**src/rtl/control_fsm.sv**
```systemverilog
// Multi-cycle instruction sequencer: fetch, decode, execute, memory and writeback
// control strobes for a simple load/store core, plus a retired-instruction counter.
module control_fsm #(
    parameter logic [1:0] RESET_PC_SRC = 2'b00
) (
    input  logic        clk,
    input  logic        rst,
    input  logic [5:0]  opcode,
    input  logic [4:0]  func,
    input  logic        flag_z,
    input  logic        flag_s,
    input  logic        flag_c,
    input  logic        mem_ack,
    output logic        mem_req,
    output logic        mem_we,
    output logic        ir_write,
    output logic        pc_write,
    output logic        reg_write,
    output logic        flag_write,
    output logic [1:0]  pc_src,
    output logic [3:0]  alu_op,
    output logic        alu_src,
    output logic [1:0]  wb_sel,
    output logic [2:0]  state,
    output logic        halted,
    output logic        illegal,
    output logic [31:0] retired
);

    localparam logic [2:0] S_IDLE   = 3'd0;
    localparam logic [2:0] S_FETCH  = 3'd1;
    localparam logic [2:0] S_DECODE = 3'd2;
    localparam logic [2:0] S_EXEC   = 3'd3;
    localparam logic [2:0] S_MEM    = 3'd4;
    localparam logic [2:0] S_WB     = 3'd5;
    localparam logic [2:0] S_HALT   = 3'd6;
    localparam logic [2:0] S_TRAP   = 3'd7;

    localparam logic [5:0] OP_RTYPE = 6'd0;
    localparam logic [5:0] OP_ADDI  = 6'd1;
    localparam logic [5:0] OP_COMPI = 6'd2;
    localparam logic [5:0] OP_LW    = 6'd3;
    localparam logic [5:0] OP_SW    = 6'd4;
    localparam logic [5:0] OP_BR    = 6'd5;
    localparam logic [5:0] OP_BLTZ  = 6'd6;
    localparam logic [5:0] OP_BZ    = 6'd7;
    localparam logic [5:0] OP_BNZ   = 6'd8;
    localparam logic [5:0] OP_BL    = 6'd9;
    localparam logic [5:0] OP_BCY   = 6'd10;
    localparam logic [5:0] OP_BNCY  = 6'd11;
    localparam logic [5:0] OP_HALT  = 6'd63;

    localparam logic [3:0] ALU_ADD  = 4'd0;
    localparam logic [3:0] ALU_CMP  = 4'd1;

    localparam logic [1:0] PC_SEQ   = 2'd0;
    localparam logic [1:0] PC_ABS   = 2'd1;
    localparam logic [1:0] PC_REL   = 2'd2;

    localparam logic [1:0] WB_ALU   = 2'd0;
    localparam logic [1:0] WB_MEM   = 2'd1;
    localparam logic [1:0] WB_LINK  = 2'd2;

    logic [2:0]  state_q, state_d;
    logic [5:0]  op_q, op_d;
    logic [4:0]  func_q, func_d;
    logic [31:0] retired_q, retired_d;

    always_ff @(posedge clk) begin
        if (rst) begin
            state_q   <= S_IDLE;
            op_q      <= '0;
            func_q    <= '0;
            retired_q <= '0;
        end else begin
            state_q   <= state_d;
            op_q      <= op_d;
            func_q    <= func_d;
            retired_q <= retired_d;
        end
    end

    // Next state; opcode/func are only looked at in DECODE, everything after uses the latched copy.
    always_comb begin
        state_d   = state_q;
        op_d      = op_q;
        func_d    = func_q;
        retired_d = retired_q;
        case (state_q)
            S_IDLE:   state_d = S_FETCH;
            S_FETCH:  if (mem_ack) state_d = S_DECODE;
            S_DECODE: begin
                op_d   = opcode;
                func_d = func;
                case (opcode)
                    OP_RTYPE: state_d = func[4] ? S_TRAP : S_EXEC;
                    OP_ADDI, OP_COMPI, OP_LW, OP_SW, OP_BR, OP_BLTZ,
                    OP_BZ, OP_BNZ, OP_BL, OP_BCY, OP_BNCY:
                        state_d = S_EXEC;
                    OP_HALT: begin
                        state_d   = S_HALT;
                        retired_d = retired_q + 32'd1;
                    end
                    default:  state_d = S_TRAP;
                endcase
            end
            S_EXEC: begin
                case (op_q)
                    OP_RTYPE:                  state_d = func_q[4] ? S_TRAP : S_WB;
                    OP_ADDI, OP_COMPI, OP_BL:  state_d = S_WB;
                    OP_LW, OP_SW:              state_d = S_MEM;
                    OP_BR, OP_BLTZ, OP_BZ, OP_BNZ, OP_BCY, OP_BNCY: begin
                        state_d   = S_FETCH;
                        retired_d = retired_q + 32'd1;
                    end
                    default:                   state_d = S_TRAP;
                endcase
            end
            S_MEM: begin
                if (mem_ack) begin
                    if (op_q == OP_SW) begin
                        state_d   = S_FETCH;
                        retired_d = retired_q + 32'd1;
                    end else begin
                        state_d = S_WB;
                    end
                end
            end
            S_WB: begin
                state_d   = S_FETCH;
                retired_d = retired_q + 32'd1;
            end
            default:  state_d = state_q;
        endcase
    end

    always_comb begin
        mem_req    = 1'b0;
        mem_we     = 1'b0;
        ir_write   = 1'b0;
        pc_write   = 1'b0;
        reg_write  = 1'b0;
        flag_write = 1'b0;
        pc_src     = PC_SEQ;
        alu_op     = ALU_ADD;
        alu_src    = 1'b0;
        wb_sel     = WB_ALU;
        halted     = 1'b0;
        illegal    = 1'b0;
        case (state_q)
            S_IDLE:  pc_src = RESET_PC_SRC;
            S_FETCH: begin
                mem_req = 1'b1;
                if (mem_ack) begin
                    ir_write = 1'b1;
                    pc_write = 1'b1;
                end
            end
            S_EXEC: begin
                case (op_q)
                    OP_RTYPE: begin
                        flag_write = ~func_q[4];
                        alu_op     = func_q[3:0];
                    end
                    OP_ADDI: begin
                        flag_write = 1'b1;
                        alu_src    = 1'b1;
                    end
                    OP_COMPI: begin
                        flag_write = 1'b1;
                        alu_src    = 1'b1;
                        alu_op     = ALU_CMP;
                    end
                    OP_LW, OP_SW: alu_src = 1'b1;
                    OP_BR, OP_BL: begin
                        pc_write = 1'b1;
                        pc_src   = PC_ABS;
                    end
                    OP_BLTZ: begin pc_src = PC_REL; pc_write = flag_s;  end
                    OP_BZ:   begin pc_src = PC_REL; pc_write = flag_z;  end
                    OP_BNZ:  begin pc_src = PC_REL; pc_write = ~flag_z; end
                    OP_BCY:  begin pc_src = PC_REL; pc_write = flag_c;  end
                    OP_BNCY: begin pc_src = PC_REL; pc_write = ~flag_c; end
                    default: ;
                endcase
            end
            S_MEM: begin
                mem_req = 1'b1;
                mem_we  = (op_q == OP_SW);
            end
            S_WB: begin
                reg_write = 1'b1;
                if (op_q == OP_LW)      wb_sel = WB_MEM;
                else if (op_q == OP_BL) wb_sel = WB_LINK;
            end
            S_HALT:  halted  = 1'b1;
            S_TRAP:  illegal = 1'b1;
            default: ;
        endcase
    end

    assign state   = state_q;
    assign retired = retired_q;

endmodule
```
**config.mk**
```make
export PLATFORM = sky130hd
export DESIGN_NAME = control_fsm
export DESIGN_NICKNAME = d
export VERILOG_FILES = /design/src/rtl/control_fsm.sv
export SDC_FILE = /design/constraint.sdc
export NUM_CORES = 1
export LEC_CHECK = 0
export BUFFER_PORTS_ARGS = -buffer_cell sky130_fd_sc_hd__clkbuf_2
export CAP_MARGIN = 20
export CORE_MARGIN = 2
export CORE_UTILIZATION = 45
export CTS_CLUSTER_DIAMETER = 80
export CTS_CLUSTER_SIZE = 16
export DETAILED_ROUTE_END_ITERATION = 8
export PLACE_DENSITY = 0.69
export SLEW_MARGIN = 25
export SYNTH_ARGS = -nofsm -noshare
export SYNTH_HDL_FRONTEND = slang
export SYNTH_SLANG_ARGS = --single-unit
```
**constraint.sdc**
```tcl
create_clock -name clk -period 3.8 [get_ports clk]
set_input_delay 0.76 -clock clk [delete_from_list [all_inputs] [get_ports clk]]
set_output_delay 0.76 -clock clk [all_outputs]
set_load 0.02 [all_outputs]
```
# Word level (Yosys, flattened, before mapping)
# Index checks and enable logic that the tools add are counted.
[word_totals] regBits=46 inputBits=17 out_inout_bits=52 elab_cells=93
[op_classes] add_sub_neg=1 n_eq_ne=35 n_mux=33 bitwise=3 n_reduce_logical=17
[op_table] operator="32-bit two-way mux" n=4
[op_table] operator="32-bit case mux with 4 select lines" n=1
[op_table] operator="6-bit by 3-bit equality test with 1-bit output (second input constant)" n=8
[op_table] operator="6-bit by 4-bit equality test with 1-bit output (second input constant)" n=8
[op_table] operator="32-bit by 1-bit adder with 32-bit output (second input constant)" n=1
[op_table] operator="6-bit by 2-bit equality test with 1-bit output (second input constant)" n=4
[op_table] operator="3-bit case mux with 5 select lines" n=1
[op_table] operator="3-bit equality test (second input constant)" n=4
[op_table] operator="6-bit by 1-bit equality test with 1-bit output (second input constant)" n=2
[op_table] operator="6-bit logical NOT" n=2
[op_table] operator="3-bit two-way mux" n=4
[op_table] operator="3-bit case mux with 4 select lines" n=1
[op_table] operator="11-bit OR reduction" n=1
[op_table] operator="1-bit two-way mux" n=10
[op_table] operator="2-bit two-way mux" n=5
[op_table] operator="2-bit OR reduction" n=5
[op_table] operator="3-bit case mux with 3 select lines" n=1
[op_table] operator="2-bit inequality test (second input constant)" n=4
[op_table] operator="4-bit case mux with 2 select lines" n=1
[op_table] operator="3-bit by 2-bit equality test with 1-bit output (second input constant)" n=2
[op_table] operator="6-bit equality test (second input constant)" n=1
[op_table] operator="1-bit case mux with 6 select lines" n=1
[op_table] operator="6-bit OR reduction" n=1
[op_table] operator="5-bit AND reduction" n=1
[op_table] operator="13 further kinds" n=16

# Longest topological paths before layout
# Gate-level depths: netlist of the first run.
[depth] word_depth=4 ltp_mapped=8 mapped_depth_nobuf=5

# Worst setup path after synthesis of the first run
# Ideal clock, no wire load.
[synth_path] path_kind="reg2out" startpoint="register state_q[0] (netlist: state[0])" endpoint="output port pc_write" arrival_time_ns=2.092 required_ns=3.040 setup_slack_ns=0.948 stages_incl_launch_ff=5 path_buffers=0 path_cell_list="dfxtp_1 nor2b_1 inv_1 nor4_1 a211o_1"
[synth_via] elab_chain_cells=2 elab_cells_between_ends=3 cone_classes="eq/ne: 2; mux: 1"
[synth_lines] element="start, declared" line="64" text="logic [2:0] state_q, state_d;"
[synth_lines] element="start signal, assigned" line="76" text="state_q <= state_d;"
[synth_lines] element="3-bit by 2-bit equality test with 1-bit output or 3-bit by 1-bit equality test with 1-bit output (tied branches)" line="150" text="case (state_q)"
[synth_lines] element="1-bit case mux with 2 select lines (*)" line="150"
[synth_lines] element="end, declared" line="17" text="output logic pc_write,"
# Mark *: on every way between the ends. The rest lies on a longest branch, timed or not.

# Worst setup path after layout of the first run
[layout_path] startpoint="register state_q[0] (netlist: state[0])" endpoint="output port alu_op[0]"
[layout_via] elab_chain_cells=2
[layout_lines] element="3-bit by 2-bit equality test with 1-bit output" line="150"
[layout_lines] element="4-bit two-way mux" line="150"
[layout_lines] element="end, declared" line="21" text="output logic [3:0] alu_op,"
# No other way between the ends.

==> results.md, run 1 <==
- The area of the die is 6671 um^2.
- The number of slew-limit violations in the final report is 0.
- The congestion estimate from routability-driven global placement came to 0.9357.
- The number of gates given a new drive strength after cts is 0.
- The final antenna-violating net count is 0.
- The highest ir drop seen on vdd is 139.7 uV.
- The worst setup path is captured at an output pin.
- In the final layout, the multi-input gates occupy 1700 um^2.
- In this run the critical register-to-register path is captured at retired[26]$_SDFFE_PP0P_.
- Entering global routing, the biggest net connects 41 pins.
- For this design the top-level I/O count stands at 69.
- The initial utilization of the core area, before any placement, comes to 46.13%.
- The H-tree generated during clock tree synthesis spans 2 levels.
- After routing, the total negative slack on setup checks comes to 0 ps.
- Cells fill 54.66% of the core in the end.
- The number of fillers in the final layout is 574.
- The vias after detailed routing is 2822.
- Row generation in the floorplan step produced 28 rows.
- The initial antenna violation count is 0.
- A synthesized cell averages 8.105 um^2.
- In this run the static leakage power is 1.161 nW.
- Setup repair after global routing left no endpoint under its margin.
- The worst setup path is of the flop to output pin kind.
- The post-synth net total is 353.
- The number of global-route vias before repair is 2519.
- For this block, the routed nets add up to 7.160 mm of wire.
- The die is 81.68 um wide.
- The critical path starts at state[0]$_SDFFE_PP0P_.
- In the synthesized netlist the dominant register cell turns out to be sky130_fd_sc_hd__dfxtp_1.
- For the worst flop-to-flop path, the logic depth is 6.
- The post-route netlist has 23.53% of its cells at a drive strength greater than 1.
- The detailed-router iteration count before antenna repair is 4.
- The clock-pin slew reported for the worst setup and hold paths after clock tree synthesis is 90 ps.
- The count of buffers from port buffering is 68.
- The share of synthesized flip-flops with an asynchronous set or reset is 0%.
- The cell area power density is 300.6 nW/um^2.
- The transition time of the tightest slew-check pin is 977.8 ps.
- The global routing usage summed across all routing layers is 21.78%.
- The number of buffers inserted to repair setup after CTS is 0.
- The end of the critical path is alu_op[0].
- The signal on the critical path passes through nor2b_1, nand3_1, nor3_1, nor3b_1, clkbuf_2.
- The final-report setup violation count is 0.
- The final antenna diode count is 0.
- On the final layout, the worst clock skew is 15.13 ps.
- The top cell type's share of synthesized area is 33.92%.
- The layout overhead on the synthesized area is 18.48%.
- At the later pin of the worst-skew pair, clock insertion delay measures 320 ps.
- Dividing the final minimum period by the clock period gives 80.58%.
- Ranked by instance count, the synthesized netlist is headed by sky130_fd_sc_hd__dfxtp_1, sky130_fd_sc_hd__a21oi_1, sky130_fd_sc_hd__nor2_1.
- The final global-route overflow total is 0.
- Summing every instance area after synthesis gives 2715 um^2.
- The maximum frequency from static timing analysis is 326.6 MHz.
- The worst register-to-register path begins at op_q[0]$_SDFFE_PP0P_.
- Summed over all instances, the cell type with the most area after synthesis is sky130_fd_sc_hd__dfxtp_1.
- The post-detailed-route wirelength per cell is 15.36 um.
- The register cell area after layout is 920.9 um^2.
- Synthesis produced a netlist whose cell count is 335.
- The total clock buffers created by CTS is 5.
- The number of failing hold endpoints at the final stage is 0.
- The count of routing violations after the opening detailed-route iteration is 154.
- The placed wire-length estimate after detailed placement is 4.966 mm.
- The post-synthesis sequential area ratio is 33.92%.
- The largest individual stage delay along the critical path comes from the cell sky130_fd_sc_hd__dfxtp_1.
- Counting every sink on the clock net gives 46.
- TritonCTS built the clock tree.
- STA classifies the critical path startpoint as a flop.
- After synthesis, the cell types taking the most area are sky130_fd_sc_hd__dfxtp_1, sky130_fd_sc_hd__or4_1, sky130_fd_sc_hd__o31ai_1.
- The maximum cell stage delay along the critical path is 550 ps.
- The tool flagged a number of max-cap violations equal to 0.
- The total area inside the core boundary comes to 5886 um^2.
- The number of nets at the end of the flow is 408.
- The class of the tightest hold or removal check is flop to flop.
- For the worst setup path, the data required time is 3040 ps.
- The count of warnings emitted by yosys is 0.
- The floorplan step set the die height to 81.68 um.
- The worst endpoint data arrival time is 2300 ps.
- The tree is rooted in a sky130_fd_sc_hd__clkbuf_8.
- The most common cell in the synthesized netlist is sky130_fd_sc_hd__dfxtp_1.
- The clock period minus final worst setup slack is 3062 ps.
- The DRC violation count after routing is 0.
- The first global-routing pass estimated 11.59 mm of wire.
- In this run, post-CTS hold repair placed 0 buffers.
- The register-to-register setup slack is 1060 ps.
- The headroom to the max-slew limit is 34.81%.
- The worst-case clock buffer depth is 2.
- The number of enable flip-flop cells after synthesis is 0.
- The number of register bits inferred by synthesis is 46.
- The vias per cell is 6.056.
- The run finished with clean final reports.
- The number of different library cells used by synthesis comes to 48.
- Along the worst path, the maximum fanout reaches 9.
worst max-delay path: cells and delay by family, from the launching register on:
family,cells,cell delay (ps)
flops,1,550
buf+inv,1,200
simple gates,4,1240
report_power, final:
group	internal [mW]	leakage [nW]	total [mW]	switching [mW]
registers	0.491	0.372	0.510	0.0192
clock network	0.130	0.0441	0.313	0.184
logic	0.0490	0.745	0.144	0.0945
total	0.669	1.16	0.967	0.298
how the worst min path moves through the flow:
stage	cells past startpoint	from	endpoint
after detailed placement	2	func_q[3]$_SDFFE_PP0P_	func_q[3]$_SDFFE_PP0P_
after global placement	2	func_q[1]$_SDFFE_PP0P_	func_q[1]$_SDFFE_PP0P_
after global routing	2	retired[23]$_SDFFE_PP0P_	retired[23]$_SDFFE_PP0P_
after CTS	2	func_q[3]$_SDFFE_PP0P_	func_q[3]$_SDFFE_PP0P_
final	2	func_q[1]$_SDFFE_PP0P_	func_q[1]$_SDFFE_PP0P_
after floorplan	2	func_q[1]$_SDFFE_PP0P_	func_q[1]$_SDFFE_PP0P_
stage by stage:
stage / power, mW / hold slack (ps) / instance area [um^2] / cells / worst slack (ps)
detailed placement: 0.6633 / 477.0 / 3120 / 458 / 979.3
global placement: 0.6562 / 468.0 / 3099 / 457 / 1023
finish: 0.9670 / 489.8 / 3217 / 466 / 738.0
global route: 1.007 / 541.9 / 3217 / 466 / 562.1
floorplan: 0.6156 / 451.6 / 2715 / 335 / 947.9
CTS: 0.9744 / 499.7 / 3211 / 466 / 766.4
placed cells by master, fill, tap and decap left out, drive strengths merged, types with 2 or more instances in the layout:
cell / instances
a211oi: 3
a21oi: 31
and2: 3
and3: 10
and4: 8
buf: 5
clkbuf: 73
clkinv: 2
dfxtp: 46
inv: 7
mux2: 5
mux2i: 11
nand2: 19
nand2b: 2
nand3: 21
nand4: 8
nor2: 31
nor2b: 8
nor3: 10
nor3b: 2
nor4: 8
o21ai: 3
o31ai: 22
o32ai: 3
o41ai: 2
or3: 3
or4: 23
or4b: 4
xnor2: 2
per-layer routing:
metal,GRT usage [%],routed length (um)
met1,29.04,3289
met5,0,0
met3,4.066,387
met4,8.333,132
met2,34.92,3349
cells by family (layout without fill, tap and decap cells):
family                   Yosys count  count (layout)  synth area share [%]
adder cells (fa/ha/maj)            1               1                0.4608
AO/OA/AOI/OAI                     74              74                 18.99
flip-flops                        46              46                 33.92
multiplexers                      16              16                 6.129
buffers and inverters             32              88                 5.254
AND/OR/NAND/NOR                  163             163                 34.29
XOR/XNOR                           3               3                0.9679
sequential cells by signal, summed over array words and instances, names as in the netlist:
register  cells
op_q          6
state         3
retired      32
func_q        5
final cells by class:
cell class | instances | share of cell area, %
timing repair buffer | 73 | 11.98
tap | 75 | 2.917
sequential | 46 | 28.63
clock inverter | 3 | 0.6612
inverter | 7 | 0.8168
multi-input combinational | 257 | 52.86
clock buffer | 5 | 2.139
Note: power is estimated with default switching activity, not from simulation.
==> run 2: changes to the inputs <==
PLACE_DENSITY = 0.72   (was 0.69)
clock period = 2.5 ns   (was 3.8 ns; I/O delays follow)
==> run 2 against run 1 <==
Net effect:
- total power increased by 50%
- first-iteration DRC count rose by 45%
- clock power grew 39%
- setup slack got worse by 580 ps
- global-route usage fell by 0.64 points
- final cell count increased by 2.6%
- die area stayed put
- cell area is 3.7% higher
- clock skew down 5.0 ps
- worst hold slack worse by 48 ps
- core utilization rose by 2.0 points
==> results.md, run 2 (synthesized netlist as in run 1, its figures left out) <==
- The number of failing hold endpoints at the final stage is 0.
- TritonCTS built the clock tree.
- The initial utilization of the core area, before any placement, comes to 46.13%.
- The worst hold path terminates at func_q[1]$_SDFFE_PP0P_.
- The final global-route overflow total is 0.
- In the routed layout, each cell is associated on average with a via count of 5.908.
- Along the worst path, the maximum fanout reaches 9.
- The number of slew-limit violations in the final report is 0.
- Along the worst hold path, the cell count comes to 3.
- The final antenna-violating net count is 0.
- At the end of routability-driven placement, the weighted congestion stood at 0.9396.
- The later-pin clock latency in the skew report is 290 ps.
- The clock-pin slew reported for the worst setup and hold paths after clock tree synthesis is 80 ps.
- The placeable core area is 5886 um^2.
- Setup repair after global routing left no endpoint under its margin.
- After detailed routing, the average wire length per cell comes to 14.63 um.
- The maximum cell stage delay along the critical path is 540 ps.
- The register-to-register setup slack is 210 ps.
- For this run, the share of the core covered by cells in the final layout is 56.65%.
- The critical path goes through nor2b_1, buf_4, nand2_1, nor2_1, and2_1, a211o_1, clkbuf_2.
- The most common library cell in the layout ignoring fill and taps is sky130_fd_sc_hd__clkbuf_2.
- STA classifies the critical path endpoint as an output pin.
- The die covers 6671 um^2.
- The number of global-route vias before repair is 2490.
- The worst-case clock buffer depth is 2.
- In this run the worst setup path begins at state[2]$_SDFFE_PP0P_.
- The worst reg2reg path startpoint is op_q[4]$_SDFFE_PP0P_.
- The register cell area after layout is 922.1 um^2.
- For this design, the slowest cell found on the critical path is sky130_fd_sc_hd__dfxtp_1.
- On the final layout, the worst clock skew is 10.11 ps.
- The flow ran to the end, and the final reports show no timing, DRC or antenna violations.
- The cell at the root of the clock tree is sky130_fd_sc_hd__clkbuf_8.
- In this run, placement finished with an instance count of 471.
- 69 I/O pins were placed.
- Summed over all cells, the static leakage comes to 1.235 nW.
- The number of cell rows is 28.
- The worst endpoint data arrival time is 1850 ps.
- The detailed-router iteration count before antenna repair is 4.
- The worst setup path is launched from a flop.
- In this run the critical register-to-register path is captured at retired[5]$_SDFFE_PP0P_.
- The final critical-path share of the clock period is 93.84%.
- The die span in x is 81.68 um.
- For this block, the via count after detailed routing is 2824.
- The first global-routing pass estimated 11.37 mm of wire.
- Summed over all nets, the half-perimeter wirelength after detailed placement is 5.055 mm.
- The max-capacitance violation count is 0.
- Counting every sink on the clock net gives 46.
- The initial antenna violation count is 0.
- The number of nets at the end of the flow is 421.
- The global routing usage summed across all routing layers is 21.14%.
- In this run the vertical extent of the chip is 81.68 um.
- The layout overhead on the synthesized area is 22.81%.
- Entering global routing, the biggest net connects 60 pins.
- The register with the most flip-flops in the layout has 32 of them.
- The highest ir drop seen on vdd is 255.5 uV.
- Counting cells, the worst reg-to-reg path comes to 6.
- The multi-input logic area is 1699 um^2.
- The count of routing violations after the opening detailed-route iteration is 224.
- The worst path in the final design needs a cycle of 2346 ps, including I/O delays and setup.
- The DRC violation count after routing is 0.
- The headroom to the max-slew limit is 56.38%.
- For this run, the number of standard cells in the final layout without fillers is 478.
- Based on the critical path, the design can be clocked at up to 426.3 MHz.
- The final-report setup violation count is 0.
- The number of fillers in the final layout is 570.
- In the final layout, the share of cells above drive strength 1 is 26.05%.
- Leaving out fill and tap cells, the most frequent cells in the layout are sky130_fd_sc_hd__clkbuf_2, sky130_fd_sc_hd__dfxtp_1, sky130_fd_sc_hd__a21oi_1, sky130_fd_sc_hd__nor2_1, sky130_fd_sc_hd__or4_1.
- The category of the most critical setup path is flop to output pin.
- The start point of the worst min-delay path is func[1].
- The final antenna diode count is 0.
- The number of levels the H-tree was split into is 2.
- Buffers inserted during clock tree synthesis total 5.
- The wire length after detailed routing is 6.992 mm.
- The cell area power density is 435.2 nW/um^2.
- The class of the tightest hold or removal check is input pin to flop.
- The count of buffers added on input and output ports is 68.
- For the pin with the worst max-slew slack, the measured transition is 654.3 ps.
- The setup TNS is 0 ps.
- The required time reported for the critical path endpoint is 2000 ps.
## run 2: cell count changes in the layout (fill, tap and decap cells not counted), sizes merged
cell,before,now
buf,5,18
clkbuf,73,74
clkinv,2,0
## run 2: metal layers
| metal | global-route usage, % | wire length [um] |
|---|---|---|
| met3 | 3.626 | 266 |
| met1 | 29.25 | 3354 |
| met2 | 34.34 | 3301 |
| met4 | 5.000 | 69 |
| met5 | 0 | 0 |
## run 2: area by class of cell
class                           count  area share [%]
Tap cell                           75           2.814
Clock buffer                        6           2.176
Timing Repair Buffer               86           15.38
Multi-Input combinational cell    257           50.96
Clock inverter                      1          0.2251
Sequential cell                    46           27.65
Inverter                            7          0.7880
## run 2: repair_timing
| action | 4_1_cts | 5_1_grt |
|---|---|---|
| hold endpoints to repair | 0 | 0 |
| gates resized for setup | 0 | 2 |
| buffers inserted | 0 | 0 |
| hold buffers | 0 | 0 |
| endpoints found under the setup margin | 0 | 6 |
## run 2: how the worst max path moves through the flow
stage / endpoint / slack, ps / cells after the start
floorplan: pc_write / 140 / 4
global placement: retired[5]$_SDFFE_PP0P_ / 280 / 6
detailed placement: retired[14]$_SDFFE_PP0P_ / 220 / 6
CTS: alu_op[0] / 40 / 4
global route: alu_op[0] / 50 / 5
finish: pc_write / 150 / 7
## run 2: per-stage QoR
stage               cell area (um^2)  power [mW]  hold WS, ps  setup WS (ps)
global route                    3334       1.522        429.7          50.54
finish                          3334       1.451        442.0          154.1
global placement                3248       1.026        467.6          276.9
CTS                             3328       1.465        436.3          40.22
detailed placement              3248       1.030        475.2          219.4
floorplan                       2721      0.9367        451.6          141.7
## run 2: power by group
group / internal (mW) / total, mW / switching, mW
Sequential: 0.746 / 0.768 / 0.0222
Clock: 0.192 / 0.435 / 0.242
Combinational: 0.0945 / 0.248 / 0.154
## run 2: worst max-delay path, delay by kind of cell (launching register included)
family                 cells  cell delay, ps
buffers and inverters      2             320
DFF                        1             540
AOI/OAI and AO/OA          1             280
and+or+nand+nor            4             410
